### config.mk
export PLATFORM = sky130hd
export DESIGN_NAME = hbridge_gate_sequencer
export DESIGN_NICKNAME = d
export VERILOG_FILES = /design/src/rtl/hbridge_gate_sequencer.sv
export SDC_FILE = /design/constraint.sdc
export NUM_CORES = 1
export LEC_CHECK = 0
export BUFFER_PORTS_ARGS = -buffer_cell sky130_fd_sc_hd__buf_2
export CAP_MARGIN = 20
export CORE_MARGIN = 8
export CORE_UTILIZATION = 61
export CTS_CLUSTER_SIZE = 16
export DETAILED_ROUTE_END_ITERATION = 12
export PLACE_DENSITY = 0.9
export SLEW_MARGIN = 20
export SYNTH_ARGS = -nofsm -noshare
export SYNTH_HDL_FRONTEND = slang
export SYNTH_SLANG_ARGS = --single-unit
export TNS_END_PERCENT = 100
### constraint.sdc
create_clock -name i_clock -period 2.3 [get_ports i_clock]
set_input_delay 0.345 -clock i_clock [delete_from_list [all_inputs] [get_ports i_clock]]
set_output_delay 0.345 -clock i_clock [all_outputs]
set_load 0.02 [all_outputs]
### src/rtl/hbridge_gate_sequencer.sv
// hbridge_gate_sequencer
//   Output stage between the hybrid control laws and the H-bridge gate pins.
//   Sequences start-up (bootstrap pre-charge, forced sigma=1, run), inserts a
//   per-device turn-on dead time, and latches a fault on shoot-through commands.
//   Device map: leg 1 = Q[0] high / Q[2] low, leg 2 = Q[1] high / Q[3] low.
// Ports:
//   i_clock        system clock
//   i_RESET        asynchronous active-low reset
//   i_enable       converter enable (registered before use)
//   i_MOSFET[3:0]  gate command from the selected control law
//   i_fault_clear  fault acknowledge, honoured only while enable is low
//   o_Q[3:0]       registered gate drives
//   o_state[2:0]   FSM state (IDLE=0, BOOT=1, FORCE=2, RUN=3, FAULT=4)
//   o_on           high in RUN (decoded from the state register)
//   o_fault        high in FAULT (decoded from the state register)
module hbridge_gate_sequencer #(
    parameter int unsigned DEADTIME     = 20,
    parameter int unsigned BOOT_CYCLES  = 1000,
    parameter int unsigned FORCE_CYCLES = 1000
) (
    input  logic       i_clock,
    input  logic       i_RESET,
    input  logic       i_enable,
    input  logic [3:0] i_MOSFET,
    input  logic       i_fault_clear,
    output logic [3:0] o_Q,
    output logic [2:0] o_state,
    output logic       o_on,
    output logic       o_fault
);

    localparam int unsigned SCNT_W = 16;
    localparam int unsigned DCNT_W = 8;
    localparam int unsigned NDEV   = 4;

    localparam logic [SCNT_W-1:0] BOOT_LAST  = SCNT_W'(BOOT_CYCLES - 1);
    localparam logic [SCNT_W-1:0] FORCE_LAST = SCNT_W'(FORCE_CYCLES - 1);
    localparam logic [SCNT_W-1:0] DT_S       = SCNT_W'(DEADTIME);
    localparam logic [DCNT_W-1:0] DT_D       = DCNT_W'(DEADTIME);
    localparam logic [SCNT_W-1:0] SCNT_MAX   = '1;

    typedef enum logic [2:0] {
        ST_IDLE  = 3'd0,
        ST_BOOT  = 3'd1,
        ST_FORCE = 3'd2,
        ST_RUN   = 3'd3,
        ST_FAULT = 3'd4
    } state_t;

    state_t              state, state_next;
    logic [SCNT_W-1:0]   scnt, scnt_next;
    logic [DCNT_W-1:0]   dcnt      [NDEV];
    logic [DCNT_W-1:0]   dcnt_next [NDEV];
    logic [3:0]          cmd_r;
    logic                en_r;
    logic [3:0]          q_r;
    logic [3:0]          q_pre, q_next;
    logic [3:0]          run_drv;
    logic                st;

    assign st = (cmd_r[0] & cmd_r[2]) | (cmd_r[1] & cmd_r[3]);

    // State, counters, input capture and gate drive registers
    always_ff @(posedge i_clock or negedge i_RESET) begin
        if (!i_RESET) begin
            state <= ST_IDLE;
            scnt  <= '0;
            cmd_r <= '0;
            en_r  <= 1'b0;
            q_r   <= '0;
            for (int n = 0; n < int'(NDEV); n++) begin
                dcnt[n] <= '0;
            end
        end else begin
            state <= state_next;
            scnt  <= scnt_next;
            cmd_r <= i_MOSFET;
            en_r  <= i_enable;
            q_r   <= q_next;
            for (int n = 0; n < int'(NDEV); n++) begin
                dcnt[n] <= dcnt_next[n];
            end
        end
    end

    // Next state, counters and next gate drive
    always_comb begin
        state_next = state;
        scnt_next  = '0;
        q_pre      = '0;
        q_next     = '0;
        run_drv    = '0;
        for (int n = 0; n < int'(NDEV); n++) begin
            dcnt_next[n] = '0;
        end

        // Fault entry outranks enable drop, which outranks timer expiry
        case (state)
            ST_IDLE:  if (en_r) state_next = ST_BOOT;
            ST_BOOT: begin
                if (!en_r)                  state_next = ST_IDLE;
                else if (scnt == BOOT_LAST) state_next = ST_FORCE;
            end
            ST_FORCE: begin
                if (!en_r)                   state_next = ST_IDLE;
                else if (scnt == FORCE_LAST) state_next = ST_RUN;
            end
            ST_RUN: begin
                if (st)         state_next = ST_FAULT;
                else if (!en_r) state_next = ST_IDLE;
            end
            ST_FAULT: if (i_fault_clear && !en_r) state_next = ST_IDLE;
            default:  state_next = ST_IDLE;
        endcase

        if (state_next != state)   scnt_next = '0;
        else if (scnt == SCNT_MAX) scnt_next = scnt;
        else                       scnt_next = scnt + SCNT_W'(1);

        // Dead-time counters run only in RUN; elsewhere they hold the preload
        // that lets the forced 1001 pattern carry straight into RUN.
        for (int n = 0; n < int'(NDEV); n++) begin
            run_drv[n] = cmd_r[n] & (dcnt[n] == DT_D);
            if (state == ST_RUN) begin
                if (!cmd_r[n])          dcnt_next[n] = '0;
                else if (dcnt[n] == DT_D) dcnt_next[n] = dcnt[n];
                else                    dcnt_next[n] = dcnt[n] + DCNT_W'(1);
            end else begin
                dcnt_next[n] = (n == 0 || n == 3) ? DT_D : '0;
            end
        end

        // Drive pattern for the state being entered, so o_Q tracks o_state
        case (state_next)
            ST_BOOT:  q_pre = 4'b1100;
            ST_FORCE: q_pre = {1'b1, 1'b0, 1'b0, (scnt_next >= DT_S)};
            ST_RUN:   q_pre = run_drv;
            default:  q_pre = 4'b0000;
        endcase

        // Never allow both devices of a leg on together
        q_next = q_pre;
        if (q_pre[0] & q_pre[2]) begin
            q_next[0] = 1'b0;
            q_next[2] = 1'b0;
        end
        if (q_pre[1] & q_pre[3]) begin
            q_next[1] = 1'b0;
            q_next[3] = 1'b0;
        end
    end

    assign o_Q     = q_r;
    assign o_state = state;
    assign o_on    = (state == ST_RUN);
    assign o_fault = (state == ST_FAULT);

endmodule
# Word level (Yosys, flattened, before mapping)
# Index checks and enable logic that the tools add are counted.
[word_totals]
inputBits = 8
register_bits = 60
output_inout_bits = 9
[classes]
magnitude_cmp = 1
addsub = 5
n_reduce_logical = 3
eq_ne = 18
bitwise_logic = 9
mux = 28
[ops]
columns = ["cell", "count"]
rows = [
  ["2-to-1 mux 8 bit", 12],
  ["adder 8 x 1 -> 8 bit (second input constant)", 4],
  ["equality test 8 x 5 -> 1 bit (second input constant)", 4],
  ["2-to-1 mux 16 bit", 2],
  ["2-to-1 mux 3 bit", 8],
  ["adder 16 x 1 -> 16 bit (second input constant)", 1],
  ["equality test 16 x 10 -> 1 bit (second input constant)", 1],
  ["equality test 16 bit (second input constant)", 1],
  [">= comparator 16 x 5 -> 1 bit (second input constant)", 1],
  ["case mux 3 bit (5 select lines)", 1],
  ["equality test 3 x 2 -> 1 bit (second input constant)", 4],
  ["!= test 3 bit (second input constant)", 4],
  ["case mux 4 bit (3 select lines)", 1],
  ["AND 1 bit", 8],
  ["equality test 3 x 1 -> 1 bit (second input constant)", 2],
  ["2-to-1 mux 1 bit", 4],
  ["equality test 3 bit (second input constant)", 1],
  ["zero test 3 bit", 1],
  ["!= test 3 bit", 1],
  ["logical AND 1 bit", 1],
  ["zero test 1 bit", 1],
  ["OR 1 bit", 1],
]

# Longest topological paths before layout
# Gate-level depths: netlist of run 1.
[logic_depth]
ltp_word = 10
ltp_mapped = 8
depth_no_buf = 8

# Least setup slack after synthesis of run 1
# No wires, ideal clock.
[synth_path]
path_kind = "flip-flop to flip-flop"
start = "register scnt[0]"
end = "register q_r[0] (netlist: o_Q[0])"
stages_incl_launch_ff = 9
t_required_ns = 2.218
period_less_slack_ns = 2.130
setup_time_ns = 0.082
t_arrival_ns = 2.048
path_buffers = 1
setup_slack_ns = 0.170
cell_sequence = "dfrtp_1 ha_1 and4_4 and4_4 a31o_1 a22o_1 buf_2 a2111o_1 a31oi_1"
[synth_via]
elab_chain_len = 10
elab_cells_between_ends = 18
classes_between = "add/sub: 1; order compare: 1; eq/ne: 6; mux: 9; bitwise: 1"
[synth_rtl]
columns = ["item", "line_no", "text"]
rows = [
  ["start, declared", "51", "logic [SCNT_W-1:0] scnt, scnt_next;"],
  ["start signal, assigned", "76", "scnt <= scnt_next;"],
  ["equality test 16 x 10 -> 1 bit", "102, 106", ""],
  ["2-to-1 mux 3 bit, on equally long branches", "106, 102", ""],
  ["2-to-1 mux 3 bit, on equally long branches", "105, 101", ""],
  ["case mux 3 bit (5 select lines)", "98", "case (state)"],
  ["!= test 3 bit", "116", "if (state_next != state) scnt_next = '0;"],
  ["2-to-1 mux 16 bit", "116", ""],
  [">= comparator 16 x 5 -> 1 bit", "136", "ST_FORCE: q_pre = {1'b1, 1'b0, 1'b0, (scnt_next >= DT_S)};"],
  ["case mux 4 bit (3 select lines) (*)", "134", "case (state_next)"],
  ["AND 1 bit", "143", "if (q_pre[0] & q_pre[2]) begin"],
  ["2-to-1 mux 1 bit (*)", "143", ""],
  ["net q_next[0]", "57", "logic [3:0] q_pre, q_next;"],
  ["end signal, assigned", "79", "q_r <= q_next;"],
  ["end, declared", "56", "logic [3:0] q_r;"],
]
# The timed path passes the listed nets; every way through them passes the cells marked *.
# A chain may end at the register's enable or synchronous reset.

# Worst setup path in the final report of run 1
[layout_path]
start = "register scnt[1]"
end = "register q_r[1] (netlist: o_Q[1])"
[layout_via]
elab_chain_len = 8
elab_cells_between_ends = 12
classes_between = "eq/ne: 4; mux: 7; bitwise: 1"
[layout_rtl]
columns = ["item", "line_no", "text"]
rows = [
  ["equality test 16 x 10 -> 1 bit (*)", "102, 106", ""],
  ["2-to-1 mux 3 bit, on equally long branches", "106, 102", ""],
  ["2-to-1 mux 3 bit, on equally long branches", "105, 101", ""],
  ["case mux 3 bit (5 select lines) (*)", "98", ""],
  ["equality test 3 x 2 -> 1 bit or equality test 3 x 1 -> 1 bit (tied branches)", "134", ""],
  ["case mux 4 bit (3 select lines) (*)", "134", ""],
  ["AND 1 bit", "147", "if (q_pre[1] & q_pre[3]) begin"],
  ["2-to-1 mux 1 bit (*)", "147", ""],
  ["net q_next[1]", "57", ""],
]
# Marks and branches as above.

==> results.md, run 1 <==
Cells and area:
- 0 antenna diodes ended up in the layout.
- Cells fill 69.91% of the core in the end.
- The area growth from synthesis to layout is 12.52%.
- The total area of sequential cells is around 1500 sq um.
- After routing the design area is 3779 sq um.
- For this run, the post-layout net count is 403.
- Summing all multi-input logic gate instances after layout gives 1713 sq um.
- The number of fill cells is roughly 400.
- In the final layout, the share of cells above drive strength 1 is 14.58%.

Yosys:
- The mapped netlist covers 3358 sq um.
- The Yosys step of the flow raised 0 warnings.
- The most used flip-flop cell after synthesis is sky130_fd_sc_hd__dfrtp_1.
- In this run the mean area of a mapped cell was 9.251 sq um.
- The post-synthesis cell type with the largest combined area is sky130_fd_sc_hd__dfrtp_1.
- The net count after synthesis is 380.
- The synthesized design devotes to its leading area cell type about 45% of total area.
- By count the netlist is led by 60 x sky130_fd_sc_hd__dfrtp_1, 43 x sky130_fd_sc_hd__nor2_1, 30 x sky130_fd_sc_hd__nand3_1, 25 x sky130_fd_sc_hd__nand2_1.
- After synthesis the netlist holds a flip-flop and latch count of 60.
- In the post-synthesis netlist, the cell with the most instances is sky130_fd_sc_hd__dfrtp_1.
- In the synthesized netlist, the number of instances is 363.
- The sequential cell area fraction in the yosys report is between 40 and 50%.
- The number of library cell types mapped by synthesis is 51.
- The number of synthesized flops with an enable pin is 0.
- In the synthesized netlist the async set-or-reset flop fraction comes to between 90% and 100%.
- By area the synthesized netlist is led by sky130_fd_sc_hd__dfrtp_1 45%, sky130_fd_sc_hd__xor2_1 5.0%, sky130_fd_sc_hd__nor2_1 4.8%.

Drt:
- For this run, design rule violations remaining after detail routing come to 0.
- The pre-antenna-repair detailed-routing pass consisted of 6 iterations.
- The mean number of vias per cell is 6.177.
- Detailed routing inserted a total of between 2k and 3k vias.
- In the final routed layout, each cell accounts on average for around 16 um.
- The length of routed met3 wiring is 443 um.
- Signal routing reaches up to met4.
- The detail route stage leaves a number of antenna-violating nets equal to 0.
- The aggregate routed wire length is roughly 7400 um.
- The detailed router put a total of 3098 um of wire on met1.
- The routed design uses 3761 um of met2 wire.
- The violation count after the first detailed-route iteration is roughly 200.

Worst setup path:
- The critical path capture point type is a flip-flop.
- STA puts the critical path data arrival time at 2380 ps.
- The critical path launch point type is a flip-flop.
- The dominant cell type by count on the critical path is sky130_fd_sc_hd__and4_4.
- Along the worst path, the maximum fanout reaches 7.
- Data on the critical path is required at its endpoint by between 2000 and 3000 ps.
- The number of buffers and inverters on the critical path is 0.
- In this design, the largest share of critical-path delay is due to simple AND/OR/NAND/NOR gates.
- The critical path's largest stage delay is between 300 and 400 ps.
- The largest individual stage delay along the critical path comes from the cell sky130_fd_sc_hd__nor3_1.
- Walking the worst path, the cells encountered are ha_1, and4_4, and4_4, a211oi_2, nor3_1, nand3_1, nor4b_2.
- The worst setup path is of the reg -> reg kind.

Run status:
- The flow ran to the end, and the final reports show no timing, DRC or antenna violations.

Power:
- Of the total power, the share spent switching nets is 22.09%.
- The leakage power of the design is 1.619 nW.
- The peak ir drop on the vdd network is 0.4563 mV.
- The portion of total power attributed to combinational logic is 4.6%.
- The net switching component of the power is 0.0005036 W.
- The clock network fraction of total power is 47.7%.
- For this design the ratio of total power to cell area is 603.3 nW/um^2.
- The internal cell power is between 0.0015 and 0.002 W.
- Per report_power, the sequential group accounts for between 40% and 50% of the total.

GRT:
- After global routing the overflow that remains totals 0.
- The first global-routing pass estimated approximately 13000 um of wire.
- The via count of the first global-routing pass is 2795.
- The global-route usage over all layers is 19.31%.
- Entering global routing, the biggest net connects 35 pins.
- The number of antenna violations at the first check in global routing is 0.

Clocking:
- The post-CTS clock slew at the launch and capture registers of the worst setup and hold paths is 70 ps.
- For this design, the CTS-stage hold fixing added 0 buffers.
- The source-to-sink clock delay at the later pin of the worst-skew pair is 340 ps.
- The clock tree buffer depth is 2.
- Counting every sink on the clock net gives 60.
- The total number of H-tree levels is 3.
- Post-CTS timing repair inserted 0 buffers for setup.
- Clock tree synthesis inserted a total of 9 buffers.
- The clock tree from TritonCTS is done.
- In this run the clock root is driven by a sky130_fd_sc_hd__clkbuf_8.

STA:
- The clock skew is a little under 9 ps.
- Of the available clock period, the critical path in the final layout requires 92.64%.
- The slew at the pin with the worst max-slew slack is about 620 ps.
- Setup repair after global routing left no endpoint under its margin.
- The time the worst path needs with I/O delays and setup is between 2000 and 2500 ps.
- The worst slew slack as a fraction of its limit is 58.48%.
- After routing, the total negative slack on setup checks comes to 0 ps.
- The number of slew-limit violations in the final report is 0.
- The total of endpoints with negative setup slack in the final report is 0.
- The minimum hold slack is 11.59 ps.
- The maximum clock frequency is 469.3 MHz.
- The final hold violation count is 0.

Floorplan:
- The count of standard-cell rows is 27.
- The core box area is 5405 sq um.
- From left edge to right edge, the die measures 90.20 um.
- The die height is 90.20 um.
- Pin placement for this block handled 17 I/O pins.
- The initial utilization of the core area, before any placement, comes to 62.13%.
- The overall die area is 8135 sq um.

Hold path:
- The type of the tightest min-delay check is in -> async.

Place:
- The count of buffers added on input and output ports is 16.
- At the end of routability-driven placement, the weighted congestion stood at 0.9349.
- The standard cell area after detailed placement is 3538 sq um.
- Once detailed placement completed, the half-perimeter wirelength came to about 5200 um.

Job:
- The count of maximum capacitance violations is 0.
[sequential cells by signal, summed over array words and instances (netlist names)]
register  count
o_Q           4
en_r          1
o_state       3
cmd_r         4
dcnt         32
scnt         16
[cell type report]
type | instances | share of cell area [%]
inverter | 15 | 1.490
clock inverter | 5 | 2.219
multi-input combinational | 272 | 45.33
sequential | 60 | 39.74
timing repair buffer | 28 | 4.834
tap | 72 | 2.384
clock buffer | 11 | 4.007
[power by group through the flow]
stage	Combinational, W	Sequential, W	Clock, W
detailed placement	0.000105	0.00111	0
CTS	0.000106	0.00109	0.00111
global route	0.000120	0.00109	0.00116
global placement	0.000103	0.00111	0
finish	0.000105	0.00109	0.00109
floorplan	0.0000556	0.00110	0
[placed cells by master (no fill, tap or decap), types with 2 or more instances in the layout]
master | Yosys | routed
sky130_fd_sc_hd__or3_1 | 3 | 3
sky130_fd_sc_hd__and4_4 | 2 | 2
sky130_fd_sc_hd__a211o_1 | 4 | 4
sky130_fd_sc_hd__o21a_1 | 2 | 2
sky130_fd_sc_hd__xor2_1 | 19 | 19
sky130_fd_sc_hd__nor3_1 | 20 | 20
sky130_fd_sc_hd__nor2b_1 | 3 | 3
sky130_fd_sc_hd__a211oi_1 | 3 | 2
sky130_fd_sc_hd__and3_1 | 12 | 12
sky130_fd_sc_hd__dfrtp_1 | 60 | 60
sky130_fd_sc_hd__clkbuf_8 | 0 | 11
sky130_fd_sc_hd__a311oi_1 | 2 | 2
sky130_fd_sc_hd__nor2_1 | 43 | 43
sky130_fd_sc_hd__nor4_1 | 9 | 9
sky130_fd_sc_hd__o21ai_0 | 7 | 7
sky130_fd_sc_hd__buf_2 | 5 | 16
sky130_fd_sc_hd__nand2b_1 | 7 | 7
sky130_fd_sc_hd__nand4b_1 | 3 | 3
sky130_fd_sc_hd__xnor2_1 | 5 | 5
sky130_fd_sc_hd__inv_1 | 15 | 15
sky130_fd_sc_hd__a31oi_1 | 6 | 6
sky130_fd_sc_hd__nor3b_1 | 4 | 4
sky130_fd_sc_hd__clkinvlp_4 | 0 | 2
sky130_fd_sc_hd__nand3_1 | 30 | 30
sky130_fd_sc_hd__nor4_2 | 2 | 2
sky130_fd_sc_hd__ha_1 | 9 | 9
sky130_fd_sc_hd__o22ai_1 | 2 | 2
sky130_fd_sc_hd__mux2i_1 | 4 | 4
sky130_fd_sc_hd__o211ai_1 | 3 | 3
sky130_fd_sc_hd__or2_2 | 2 | 2
sky130_fd_sc_hd__nand2_1 | 25 | 25
sky130_fd_sc_hd__nand4_1 | 3 | 3
sky130_fd_sc_hd__bufinv_16 | 0 | 2
sky130_fd_sc_hd__buf_4 | 0 | 11
sky130_fd_sc_hd__a211oi_2 | 1 | 2
sky130_fd_sc_hd__a21oi_1 | 20 | 20
sky130_fd_sc_hd__a22o_1 | 2 | 2
[cell families after synthesis]
logic type / count (synthesis) / share of synthesized area [%]
xor+xnor: 24 / 6.259
buf+inv: 31 / 4.433
compound gates: 59 / 12.03
simple gates: 175 / 27.68
fa+ha+maj: 9 / 3.353
flops: 60 / 44.71
mux: 5 / 1.528
[layer usage]
metal / vias to the layer above / GRT usage (%)
met4: 0 / 7.767
met2: 100 / 32.33
met1: 1404 / 22.64
li1: 1340 / -
met5: - / 0
met3: 16 / 5.736
[repair_timing]
item	4_1_cts	5_1_grt
gates resized for setup	0	1
hold endpoints to repair	0	0
setup endpoints to repair	0	1
[worst paths after layout]
path / from / endpoint / slack [ps] / cells after the start
worst max-delay path: scnt[1]$_DFF_PN0_ / o_Q[1]$_DFF_PN0_ / 170 / 7
worst min-delay path: i_RESET / dcnt[26]$_DFFE_PN0P_ / 10 / 1
worst max register to register: scnt[1]$_DFF_PN0_ / o_Q[1]$_DFF_PN0_ / 170 / 7
worst min register to register: dcnt[5]$_DFFE_PN0P_ / dcnt[5]$_DFFE_PN0P_ / 550 / 2
max in group asynchronous: i_RESET / dcnt[1]$_DFFE_PN0P_ / 1690 / 2
min in group i_clock: i_MOSFET[1] / cmd_r[1]$_DFF_PN0_ / 110 / 1
[metrics by stage]
step / total power, W / setup slack [ps] / instances
after global placement: 0.001208 / 251.7 / 447
final: 0.002280 / 169.2 / 463
after CTS: 0.002299 / 150.5 / 463
after global routing: 0.002367 / 8.020 / 463
after detailed placement: 0.001211 / 193.2 / 447
after floorplan: 0.001157 / 169.6 / 363
No activity file was read; power rests on OpenSTA's default activity.
==> run 2: changes to the inputs <==
Settings changed: REMOVE_ABC_BUFFERS set to 1.
Clock period 2.3 ns to 2.16 ns, I/O delays scaled along.
==> results.md, run 2 (same netlist as run 1, synthesis figures left out) <==
Worst setup path:
- STA classifies the critical path startpoint as a flip-flop.
- The data required time of the worst path is 2430 ps (-120 ps).
- The largest driver fanout on the critical path is 8 (+1).
- STA classifies the critical path endpoint as a flip-flop.
- The critical path arrival is 2280 ps (-100 ps).
- The type of the setup path with the least slack is reg -> reg.

Cells and area:
- The register bank with the most flops is dcnt.
- The utilization of the core after routing was 70.35% (+0.44 points).
- The number of fill cells is 418 (+4.2%).
- The most common library cell in the layout ignoring fill and taps is sky130_fd_sc_hd__dfrtp_1.
- The largest registers in the layout are dcnt x32, scnt x16.
- In the layout the commonest cells are 59 x sky130_fd_sc_hd__dfrtp_1, 43 x sky130_fd_sc_hd__nor2_1, 30 x sky130_fd_sc_hd__nand3_1.
- The area growth from synthesis to layout is 13.23%.
- The antenna diode count is 0 (unchanged).
- The fraction of layout instances using a drive strength above 1 is 17.46% (+2.9 points).
- The flip-flop count of the largest register, all copies and words added is 32 (unchanged).
- The post-layout instance count excluding filler cells is 473 (+2.2%).
- The number of nets in the layout is 413 (+2.5%).

Drt:
- The mean routed wirelength per cell is 15.90 um (-0.98%).
- The antenna violation net count after detailed routing is 0 (unchanged).
- The violation count after the first detailed-route iteration is 267 (+32%).
- The total number of vias is 2868 (+0.28%).
- The aggregate routed wire length is 7522 um (+1.2%).
- The number of iterations in the first detailed-routing pass came to 4 (-2).
- The number of DRC violations after detailed routing is 0 (unchanged).
- The mean number of vias per cell is 6.063 (-1.8%).

Clocking:
- The TritonCTS buffer count was 9 (unchanged).
- The clock sink count is 60 (unchanged).
- The post-CTS clock slew at the launch and capture registers of the worst setup and hold paths is 60 ps (about the same).
- The total number of H-tree levels is 3 (unchanged).
- The clock tree buffer depth is 2 (unchanged).
- The source-to-sink clock delay at the later pin of the worst-skew pair is 350 ps (about the same).
- TritonCTS built the clock tree.
- The post-CTS setup-driven buffer insertion count is 0 (unchanged).
- The clock root buffer master is sky130_fd_sc_hd__clkbuf_8.

Power:
- The internal cell power is 0.001621 W (-8.7%).
- The net switching share of the total power is 24.33% (+2.2 points).
- The total power consumption of the routed design is 0.002142 W (-6.0%).
- The peak ir drop on the vdd network is 0.4904 mV (+7.5%).
- The sequential group share of total power is 54.0% (+6.3 points).
- The clock network fraction of total power is 40.5% (-7.2 points).
- The portion of total power attributed to combinational logic was 5.5% (+0.9 points).
- The leakage power of the design is 1.645 nW (+1.6%).
- The cell area power density is 563.4 nW/um^2 (-6.6%).
- The net switching component of the power is 0.0005212 W (+3.5%).

GRT:
- The number of antenna violations at the first check in global routing is 0 (unchanged).
- The pin count of the biggest net entering global routing is 32 (-8.6%).
- The global route total overflow is 0 (unchanged).
- The global-route usage over all layers came to 19.68% (+0.37 points).
- The global-route wire length before repair came to 13040 um (unchanged).
- The via count of the first global-routing pass is 2833 (+1.4%).

STA:
- The clock skew is 10.15 ps (+1.493 ps).
- The worst slew slack as a fraction of its limit was 74.62% (+16 points).
- The slew at the pin with the worst max-slew slack came to 371.2 ps (-251.7 ps).
- The total of endpoints with negative setup slack in the final report was 0 (unchanged).
- The worst-case setup margin in the final layout is 146.0 ps (-23.18 ps).
- The setup total negative slack is 0 ps (unchanged).
- The post-route clock period utilization is 93.24% (+0.60 points).
- The maximum clock frequency came to 496.5 MHz (+5.8%).
- The time the worst path needs with I/O delays and setup is 2014 ps (-116.8 ps).
- The number of slew-limit violations in the final report came to 0 (unchanged).
- The final hold violation count is 0 (unchanged).

Place:
- The placed instance count came to 456 (+2.0%).
- The detailed placer's ending HPWL came to 5347 um (+3.4%).
- The placer's final routability congestion estimate is 0.8333 (-11%).
- The setup slack at placement is 83.58 ps (-109.6 ps).
- The count of buffers from port buffering came to 16 (unchanged).

Job:
- The count of maximum capacitance violations came to 0 (unchanged).

Floorplan:
- The die extent in x is 90.20 um (unchanged).
- The effective utilization at floorplan is 62.13% (unchanged).
- The number of primary I/O pins came to 17 (unchanged).
- The overall die area is 8135 sq um (unchanged).
- The core box area is 5405 sq um (unchanged).
- The die height is 90.20 um (unchanged).
- The count of standard-cell rows was 27 (unchanged).

Run status:
- The flow ran to the end, and the final reports show no timing, DRC or antenna violations.

Hold path:
- In this run the worst hold path is classified as in -> reg.
run 2: cell types whose count changed in the layout (fill, tap and decap cells not counted), moves of 2 or more:
cell,before,now
sky130_fd_sc_hd__clkinv_2,0,4
sky130_fd_sc_hd__nor4_1,9,6
sky130_fd_sc_hd__nor4_2,2,5
sky130_fd_sc_hd__buf_4,11,21
sky130_fd_sc_hd__bufinv_16,2,0
run 2: area by class of cell:
cell class	instances	area [sq um]	share of cell area [%]
multi-input cells	272	1737	45.67
clock buffers	11	141.4	3.718
flip-flops and latches	60	1503	39.52
clock inverters	5	27.53	0.7239
inverters	15	56.30	1.481
repair buffers	38	247.7	6.515
well taps	72	90.09	2.369
run 2: metal layers:
metal  GRT usage, %  routed length [um]
met4          9.847                 189
met1          22.17                3156
met5              0                   0
met3          6.899                 346
met2          32.39                3830
run 2: per-stage QoR:
step	hold WS, ps	area, sq um
2_1_floorplan	28.41	3266
3_3_place_gp	367.7	3593
3_5_place_dp	373.4	3593
4_1_cts	66.42	3772
5_1_grt	55.99	3802
6_report	82.45	3802
run 2: what timing repair did:
| action | in CTS | in global routing |
|---|---|---|
| resized for setup | 0 | 6 |
| endpoints found under the hold margin | 3 | 0 |
| hold buffers | 1 | 0 |
| endpoints found under the setup margin | 0 | 2 |
run 2: critical path, cell delays in order, from the launching register on:
cell                       delay (ps)
sky130_fd_sc_hd__dfrtp_1          480
sky130_fd_sc_hd__nor4_2           270
sky130_fd_sc_hd__and4_4           270
sky130_fd_sc_hd__a211oi_2          60
sky130_fd_sc_hd__or3_1            370
sky130_fd_sc_hd__a2111o_1         360
sky130_fd_sc_hd__a31oi_1          130
run 2: final timing paths:
| check | endpoint | startpoint | cells after the start | slack [ps] |
|---|---|---|---|---|
| worst max-delay path | o_Q[0]$_DFF_PN0_ | scnt[10]$_DFF_PN0_ | 6 | 150 |
| worst min-delay path | cmd_r[0]$_DFF_PN0_ | i_MOSFET[0] | 1 | 80 |
| worst max register to register | o_Q[0]$_DFF_PN0_ | scnt[10]$_DFF_PN0_ | 6 | 150 |
| worst min register to register | dcnt[21]$_DFFE_PN0P_ | dcnt[21]$_DFFE_PN0P_ | 2 | 570 |
| max in group asynchronous | scnt[3]$_DFF_PN0_ | i_RESET | 3 | 1310 |
| min in group asynchronous | cmd_r[2]$_DFF_PN0_ | i_RESET | 3 | 520 |
run 2: power groups by stage:
| stage | sequential [W] | combinational [W] | clock (W) |
|---|---|---|---|
| after detailed placement | 0.00118 | 0.000119 | 0 |
| after global placement | 0.00118 | 0.000114 | 0 |
| after floorplan | 0.00118 | 0.0000454 | 0 |
| after CTS | 0.00116 | 0.000121 | 0.000895 |
| final | 0.00116 | 0.000119 | 0.000867 |
| after global routing | 0.00116 | 0.000135 | 0.000948 |
==> run 3: changes to the inputs <==
Settings changed: CORE_UTILIZATION 61 to 65, MAX_ROUTING_LAYER set to met4, PLACE_DENSITY 0.9 to 0.95.
Clock period 2.16 ns to 2.6 ns, I/O delays scaled along.
==> results.md, run 3 (same netlist as run 1, synthesis figures left out) <==
Run status:
- The flow ran to the end, and the final reports show no timing, DRC or antenna violations.

Drt:
- The length of routed met3 wiring is 436 um (+26%).
- The detailed route wirelength on metal2 was 3898 um (+1.8%).
- The violation count after the first detailed-route iteration is 245 (-8.2%).
- The mean routed wirelength per cell is 16.73 um (+5.2%).
- The number of iterations in the first detailed-routing pass came to 7 (+3).
- The wire length the detailed router placed on met1 is 3050 um (-3.4%).
- The total number of vias is 2872 (+0.14%).
- The number of DRC violations after detailed routing is 0 (unchanged).
- The uppermost layer routed is met4.
- The mean number of vias per cell is 6.326 (+4.3%).
- The aggregate routed wire length came to 7594 um (+0.96%).
- The antenna violation net count after detailed routing is 0 (unchanged).

Worst setup path:
- The critical path arrival is 2550 ps (+270 ps).
- The critical path launch point type is a flip-flop.
- The largest driver fanout on the critical path is 7 (-1).
- The critical path capture point type is a flip-flop.
- The data required time of the worst path was 2810 ps (+380 ps).
- The setup path with the least slack is of type reg -> reg.

Clocking:
- The total number of H-tree levels is 3 (unchanged).
- The clock tree from TritonCTS is done.
- The post-CTS clock slew at the launch and capture registers of the worst setup and hold paths is 60 ps (about the same).
- The source-to-sink clock delay at the later pin of the worst-skew pair is 340 ps (about the same).
- The hold buffer count at CTS is 0 (-1).
- The TritonCTS buffer count is 9 (unchanged).
- The clock sink count came to 60 (unchanged).
- The clock tree buffer depth is 2 (unchanged).
- The clock root buffer master is sky130_fd_sc_hd__clkbuf_8.
- The post-CTS setup-driven buffer insertion count is 0 (unchanged).
- The post-cts sizing count is 0 (unchanged).

STA:
- The worst slew slack as a fraction of its limit was 50.24% (-24 points).
- The clock skew is 9.329 ps (-0.8183 ps).
- The setup total negative slack is 0 ps (unchanged).
- The final hold violation count is 0 (unchanged).
- The worst-case setup margin in the final layout came to 263.3 ps (+117.2 ps).
- The total of endpoints with negative setup slack in the final report is 0 (unchanged).
- Setup repair after global routing left no endpoint under its margin.
- The maximum clock frequency is 427.9 MHz (-14%).
- The slew at the pin with the worst max-slew slack came to 746.4 ps (+375.2 ps).
- The time the worst path needs with I/O delays and setup came to 2337 ps (+322.8 ps).
- The post-route clock period utilization is 89.87% (-3.4 points).
- The number of slew-limit violations in the final report is 0 (unchanged).

Power:
- The leakage power of the design is 1.576 nW (-4.2%).
- The cell area power density is 508.4 nW/um^2 (-9.8%).
- The peak ir drop on the vdd network came to 0.2930 mV (-40%).
- The total power consumption of the routed design is 0.001869 W (-13%).

Cells and area:
- The largest registers in the layout are dcnt x32, scnt x16.
- The library cells used most frequently in the layout, excluding fill and tap cells, are 60 x sky130_fd_sc_hd__dfrtp_1, 43 x sky130_fd_sc_hd__nor2_1, 30 x sky130_fd_sc_hd__nand3_1.
- The flip-flop count of the largest register, all copies and words added is 32 (unchanged).
- Counting flops per register, the top entry is dcnt.
- The post-route cell area is 3676 sq um (-3.3%).
- The area growth from synthesis to layout is 9.464%.
- The number of nets in the layout is 398 (-3.6%).
- The antenna diode count is 0 (unchanged).
- The fraction of layout instances using a drive strength above 1 is 12.50% (-5.0 points).
- Leaving out fill and tap cells, the most frequent cell in the layout is sky130_fd_sc_hd__dfrtp_1.

Floorplan:
- The effective utilization at floorplan is 66.60% (+4.5 points).
- The die extent in x is 87.88 um (-2.6%).
- The core box area is 5042 sq um (-6.7%).
- The overall die area is 7723 sq um (-5.1%).
- The count of standard-cell rows is 26 (-3.7%).
- The number of primary I/O pins is 17 (unchanged).
- The die height is 87.88 um (-2.6%).

GRT:
- The via count of the first global-routing pass was 2801 (-1.1%).
- The global-route usage over all layers is 22.66% (+3.0 points).
- The global-route wire length before repair is 13210 um (+1.3%).
- The number of antenna violations at the first check in global routing is 0 (unchanged).
- The global route total overflow came to 0 (unchanged).
- The pin count of the biggest net entering global routing is 61 (+91%).

Place:
- The count of buffers from port buffering came to 16 (unchanged).
- The placer's final routability congestion estimate is 0.9667 (+16%).
- The standard cell area after detailed placement is 3486 sq um (-3.0%).
- The detailed placer's ending HPWL is 5138 um (-3.9%).
- The setup slack at placement is 385.6 ps (+302.0 ps).

Hold path:
- The type of the tightest min-delay check is in -> reg.

Job:
- The count of maximum capacitance violations is 0 (unchanged).
==> run 3: cell count changes in the layout (fill, tap and decap cells not counted), sizes merged <==
cell         delta
buf            -14
clkinv          -3
bufinv          +1
clkbuf          +1
clkinvlp        -1
dlygate4sd3     -1
==> run 3: report_power, final <==
| group | switching, W | internal [W] | total (W) |
|---|---|---|---|
| Combinational | 0.0000533 | 0.0000280 | 0.0000814 |
| Sequential | 0.0000208 | 0.000944 | 0.000965 |
| Clock | 0.000339 | 0.000483 | 0.000822 |
==> run 3: final timing paths <==
path	endpoint	slack (ps)	depth (start not counted)	from
max	o_Q[0]$_DFF_PN0_	260	7	scnt[0]$_DFF_PN0_
min	en_r$_DFF_PN0_	160	1	i_enable
max reg2reg	o_Q[0]$_DFF_PN0_	260	7	scnt[0]$_DFF_PN0_
min reg2reg	dcnt[13]$_DFFE_PN0P_	570	2	dcnt[13]$_DFFE_PN0P_
max in group asynchronous	dcnt[22]$_DFFE_PN0P_	1900	2	i_RESET
min in group asynchronous	dcnt[12]$_DFFE_PN0P_	210	2	i_RESET
==> run 3: routing by layer <==
layer,up-vias,GRT usage (%)
met5,-,-
met4,0,9.844
met3,29,4.503
met2,131,37.07
met1,1377,26.41
li1,1335,-
==> run 3: final cells by class <==
cell class,count,area (sq um)
multi-input combinational,272,1708
sequential,60,1501
fill,351,1366
clock buffer,12,155.1
timing repair buffer,23,132.6
tap,70,87.58
inverter,15,56.30
clock inverter,2,35.03
==> run 3: critical path: stages (launching register included) <==
cell,delay [ps]
sky130_fd_sc_hd__dfrtp_1,440
sky130_fd_sc_hd__ha_1,310
sky130_fd_sc_hd__and4_4,260
sky130_fd_sc_hd__nand4_1,140
sky130_fd_sc_hd__a211oi_1,390
sky130_fd_sc_hd__nor3_1,140
sky130_fd_sc_hd__nor4_1,410
sky130_fd_sc_hd__a31oi_1,130
==> run 3: through the flow <==
| stage | util [%] | hold WS (ps) | instances |
|---|---|---|---|
| final | 72.90 | 156.0 | 454 |
| after CTS | 72.90 | 141.4 | 454 |
| after global routing | 72.90 | 140.9 | 454 |
| after floorplan | - | 94.41 | 347 |
| after detailed placement | 69.13 | 499.7 | 440 |
| after global placement | 69.13 | 497.5 | 440 |
